$ cat config.mk
export PLATFORM = sky130hd
export DESIGN_NAME = nand_delay_line
export DESIGN_NICKNAME = d
export VERILOG_FILES = /design/src/rtl/nand_delay_line.sv
export SDC_FILE = /design/constraint.sdc
export NUM_CORES = 1
export LEC_CHECK = 0
export ABC_AREA = 1
export CORE_MARGIN = 2
export CORE_UTILIZATION = 25
export CTS_BUF_LIST = sky130_fd_sc_hd__clkbuf_2
export CTS_CLUSTER_SIZE = 12
export DETAILED_ROUTE_END_ITERATION = 12
export PLACE_DENSITY = 0.46
export RECOVER_POWER = 25
export SYNTH_ARGS = -nofsm -noshare
export SYNTH_HDL_FRONTEND = slang
export SYNTH_SLANG_ARGS = --single-unit
$ cat constraint.sdc
create_clock -name clk -period 1.45 [get_ports clk]
set_clock_uncertainty 0.05 [all_clocks]
set_input_delay 0.2175 -clock clk [delete_from_list [all_inputs] [get_ports clk]]
set_output_delay 0.2175 -clock clk [all_outputs]
set_load 0.01 [all_outputs]
$ cat src/rtl/nand_delay_line.sv
// Clocked delay line replacing gate-level inverter chains: DEPTH register stages,
// run-time tap, optional per-stage inversion, fill-based valid flag and edge detect.
module nand_delay_line #(
  parameter int WIDTH = 1,
  parameter int DEPTH = 6,
  parameter int TW    = $clog2(DEPTH + 1)
) (
  input  logic             clk,
  input  logic             rst,
  input  logic             en,
  input  logic             flush,
  input  logic [WIDTH-1:0] din,
  input  logic [TW-1:0]    tap,
  input  logic             inv_mode,
  output logic [WIDTH-1:0] dout,
  output logic             dout_valid,
  output logic             dout_edge
);

  localparam logic [TW-1:0] DEPTH_T = TW'(DEPTH);

  logic [WIDTH-1:0] stg [DEPTH];
  logic [TW-1:0]    cnt;
  logic [TW-1:0]    tap_eff;
  logic [WIDTH-1:0] raw;
  logic [WIDTH-1:0] dout_q;
  logic             valid_q;

  always_comb begin
    tap_eff = tap;
    if (tap == '0) begin
      tap_eff = TW'(1);
    end else if (tap > DEPTH_T) begin
      tap_eff = DEPTH_T;
    end
  end

  // Compare-based mux keeps the select width independent of the array depth.
  always_comb begin
    raw = '0;
    for (int k = 0; k < DEPTH; k++) begin
      if (tap_eff == TW'(k + 1)) begin
        raw = stg[k];
      end
    end
  end

  assign dout_valid = (cnt >= tap_eff);

  // An odd number of inverting stages flips polarity; an even number cancels out.
  always_comb begin
    dout = '0;
    if (dout_valid) begin
      dout = (inv_mode && tap_eff[0]) ? ~raw : raw;
    end
  end

  assign dout_edge = dout_valid & valid_q & (dout != dout_q);

  always_ff @(posedge clk) begin
    if (rst || flush) begin
      for (int k = 0; k < DEPTH; k++) begin
        stg[k] <= '0;
      end
      cnt     <= '0;
      dout_q  <= '0;
      valid_q <= 1'b0;
    end else begin
      dout_q  <= dout;
      valid_q <= dout_valid;
      if (en) begin
        stg[0] <= din;
        for (int k = 1; k < DEPTH; k++) begin
          stg[k] <= stg[k-1];
        end
        if (cnt != DEPTH_T) begin
          cnt <= cnt + TW'(1);
        end
      end
    end
  end

endmodule

Word-level counts from Yosys, hierarchy flattened --
Memories as Yosys holds them, arrays and structs flattened. Index checks and enable logic that the tools add are counted.
Storage, ports and cells: bits in registers 5, output and inout port bits 3, input bits 9, memories 1, memory bits (writable) 6, logic and storage cells 49
Cells by class: magnitude comparators 2, multiplexer cells 21, reductions and logical operators 4, bitwise logic cells 9, equal/unequal tests 8, add/subtract/negate cells 1
Memories:
- stg | words 6, width 1, rd ports 6, clocked after memory_dff 0, write ports 6, line 22 | logic [WIDTH-1:0] stg [DEPTH];
Operators by type and width (count):
- 2-to-1 mux 1 bit | 19
- equality test 3 bit, second input constant | 3
- equality test 3 x 2 -> 1 bit, second input constant | 2
- 2-to-1 mux 3 bit | 2
- bitwise OR 1 bit | 6
- adder 3 x 1 -> 3 bit, second input constant | 1
- equality test 3 x 1 -> 1 bit, second input constant | 1
- >= comparator 3 bit | 1
- greater-than comparator 3 bit, second input constant | 1
- zero test 3 bit | 1
- inequality test 3 bit, second input constant | 1
- bitwise AND 1 bit | 2
- AND reduction 2 bit | 1
- logical AND 1 bit | 1
- logical OR 1 bit | 1
- inequality test 1 bit | 1
- NOT 1 bit | 1

Depth between registers and ports, before layout --
depth in word-level cells 15, mapped depth 11

Worst setup path before layout --
No wires, ideal clock.
path type register -> output, start point reg cnt[2], end point out dout_edge, buffers on the path 0, arrival time 1.182 ns, slack 0.000 ns, required time 1.183 ns, stages on the path, launching flop included 6, cell sequence dfxtp_1 -> ha_1 -> nand2_1 -> o211ai_2 -> nand2_1 -> a21oi_2
Between the ends: word-level cells in the longest chain between the ends 4
Ends and longest elaborated chain:
- start, declared | line 23 | logic [TW-1:0] cnt;
- start signal, assigned | line 77 | cnt <= cnt + TW'(1);
- >= comparator 3 bit * | line 48 | assign dout_valid = (cnt >= tap_eff);
- named net dout_valid | line 16 | output logic dout_valid,
- 2-to-1 mux 1 bit | line 53 | if (dout_valid) begin
- inequality test 1 bit | line 58 | assign dout_edge = dout_valid & valid_q & (dout != dout_q);
- bitwise AND 1 bit * | line 58
- end, declared | line 17 | output logic dout_edge
The timed path passes the listed nets; every way through them passes the cells marked *.

Final worst setup path --
start point reg cnt[1], end point out dout
Between the ends: word-level cells in the longest chain between the ends 2
Ends and longest elaborated chain:
- >= comparator 3 bit | line 48
- 2-to-1 mux 1 bit | line 53
- end, declared | line 15 | output logic [WIDTH-1:0] dout,
Every way passes these cells.

==> impl_metrics.csv <==
group,metric,value,unit
floorplan,core,0.00250,sq mm
cells_and_area,final_core_util,0.416,
logic_synthesis,synthMuxAreaShare,0,
logic_synthesis,yosys.area_share.simple,0.282,
sta,layout_setup_ws,-0.345,ns
floorplan,die_w,55.6,microns
clocking,htree_levels,1,
power,power_density,699,mW/mm^2
run_status,violations,"setup timing",
sta,fin_crit_sh,1.24,
global_routing,grt_pass1_vias,581,
critical_path,critPathKind,"reg -> out",
placement,dpl.cell_count,134,
sta,hold_viol_final,0,
routing,drt_iter0_markers,10,
worst_hold_path,hp-class,"reg -> reg",
sta,slew_viol_final,0,
critical_path,max_stage_delay,0.36,ns
cells_and_area,diodes,0,
critical_path,crit_start,"cnt[1]",
critical_path,r2r_start,"cnt[1]",
clocking,clk_pin_slew,0.12,ns
run_status,status,"finished, violations left",
critical_path,worstSetupEndpointType,"primary output",
cells_and_area,multiInputGateArea,407,sq um
floorplan,die-height,55.6,microns
critical_path,cp.required,1.18,ns
global_routing,overflow,0,
critical_path,crit_arrival,1.53,ns
flow_run,cap_violations,0,
logic_synthesis,synth_seq_cells,11,
logic_synthesis,synth.cell_area,664,sq um
cells_and_area,final_net_count,126,
global_routing,grt_start_max_net_pins,7,
critical_path,worstSetupStartpointType,"flip-flop",
placement,gp_congestion,0.737,
cells_and_area,register_area,284,sq um
sta,slew-limit-headroom,0.819,
routing,drt-total-wl,1.49,mm
global_routing,grt_pass1_wl,2.50,mm
power,leakage,0.485,nW
logic_synthesis,synthCells,78,
sta,fmax,557,MHz
clocking,cts_tree,"built",
routing,vias,602,
global_routing,antenna_found_initial,0,
sta,final.setup.tns,-0.888,ns
clocking,numCtsBuffers,3,
floorplan,io-pin-count,12,
routing,ant_nets,0,
routing,drt-pass1-iter-count,4,
cells_and_area,final_common_cell,"buf_4",
sta,tightest_slew,0.271,ns
floorplan,rows,18,
critical_path,path_cells,"ha_4, nand2_2, o211ai_2, buf_4, nand3_2, inv_1, buf_2",
logic_synthesis,syn_nets,92,
clocking,clockBufferDepth,2,
cells_and_area,area_growth_syn_to_layout,56.5,%
critical_path,worstReg2RegEnd,"dout_q",
logic_synthesis,yosysUniqueCellTypes,21,
cells_and_area,drive_above_1_share,0.495,
sta,finalSetupViolCount,4,
routing,drc,0,
cells_and_area,layout_common_cells,"buf_4, nand2_1, inv_1",
global_routing,track_usage,0.107,
cells_and_area,nFillCells,252,
clocking,root_buffer,"clkbuf_2",
critical_path,cp_max_fo,3,
logic_synthesis,synth_warnings,0,
logic_synthesis,synth_compound_area_frac,0.122,
placement,hpwl,1.13,mm
logic_synthesis,avgSynthCellArea,8.52,sq um
floorplan,die_area,0.00309,sq mm
placement,port_buffers,11,
placement,place_ws,-0.983,ns
logic_synthesis,synthXorXnorAreaFrac,0,
floorplan,initial_core_util,0.266,
logic_synthesis,yosys.area_share.adder,0.0942,
critical_path,cp_slowest_cell,"dfxtp_2",
logic_synthesis,synth_top_family_by_area,"simple AND/OR/NAND/NOR gates",
power,worst_ir_drop_vdd,0.000474,V
critical_path,r2r_cells,7,
sta,fin_crit,1.79,ns
sta,rsz0062_at_grt,"true",
cells_and_area,instances_no_fill,141,
critical_path,r2r_slack,-0.02,ns
clocking,cts_sinks,11,
clocking,clk_latency,0.26,ns
routing,vias_per_cell,4.27,
critical_path,endpoint,"dout",
logic_synthesis,ys_seq_area_frac,0.422,
routing,routedWlPerCell,10.6,microns
-- repair_timing --
| item | 4_1_cts | 5_1_grt |
|---|---|---|
| hold buffers | 0 | 0 |
| setup endpoints to repair | 6 | 7 |
| endpoints found under the hold margin | 0 | 0 |
| gates resized for setup | 30 | 6 |
| pin swaps | 3 | 10 |
| setup buffers | 3 | 2 |
-- routing by layer --
| metal | routed length (microns) | global-route usage | up-vias |
|---|---|---|---|
| met3 | 69 | 0.0328 | 4 |
| met1 | 704 | 0.122 | 261 |
| li1 | - | - | 325 |
| met2 | 688 | 0.170 | 12 |
| met5 | 0 | 0 | - |
| met4 | 27 | 0.0697 | 0 |
-- critical path, delay by kind of cell (launching register included) --
kind                     cells  cell delay (ns)
AND/OR/NAND/NOR              2             0.12
buffers and inverters        3             0.32
flip-flops                   1             0.36
adder cells (fa/ha/maj)      1             0.28
AO/OA/AOI/OAI                1             0.18
-- synthesized netlist by cell type, drive strengths merged --
cell,instances,share of area
a21o,1,0.011
nand3,7,0.075
edfxtp,6,0.27
nand2,18,0.14
dfxtp,5,0.15
nor3,2,0.023
o21ai,4,0.030
ha,5,0.094
o211ai,1,0.019
clkinv,1,0.0056
inv,13,0.073
nor2,8,0.045
a21oi,5,0.043
a31oi,2,0.019
-- stage by stage --
step | hold slack, ns | area, sq um | power [mW]
floorplan | 0.236 | 664 | 0.431
global placement | 0.473 | 925 | 0.514
detailed placement | 0.482 | 925 | 0.518
CTS | 0.481 | 1020 | 0.728
global route | 0.513 | 1040 | 0.769
finish | 0.486 | 1040 | 0.727
-- where the power goes --
part           total [mW]  switching, mW  internal [mW]
Sequential          0.347        0.00717          0.340
Clock               0.182          0.109         0.0732
Combinational       0.197         0.0922          0.105
Total               0.727          0.209          0.519
-- registers in the layout, summed over array words and instances, names as in the netlist --
name	cells
cnt	3
dout_q	1
stg	6
valid_q	1
-- area by class of cell --
class	count	share of cell area
clock buffers	4	0.0193
multi-input cells	53	0.391
flip-flops and latches	11	0.273
inverters	14	0.0505
repair buffers	29	0.230
well taps	30	0.0361
-- worst min path at each step --
stage | cells past startpoint | start | end | slack (ns)
after floorplan | 1 | flush | dout_q | 0.24
after global placement | 2 | cnt[0] | cnt[0] | 0.47
after detailed placement | 2 | cnt[0] | cnt[0] | 0.48
after CTS | 2 | rst | dout_q | 0.48
after global routing | 2 | cnt[0] | cnt[0] | 0.51
final | 2 | cnt[0] | cnt[0] | 0.49
-- kinds of logic after synthesis --
logic type / Yosys count
DFF: 11
and+or+nand+nor: 35
AOI/OAI and AO/OA: 13
buffers and inverters: 14
adders and majority gates: 5
No activity file was read; power rests on OpenSTA's default activity.
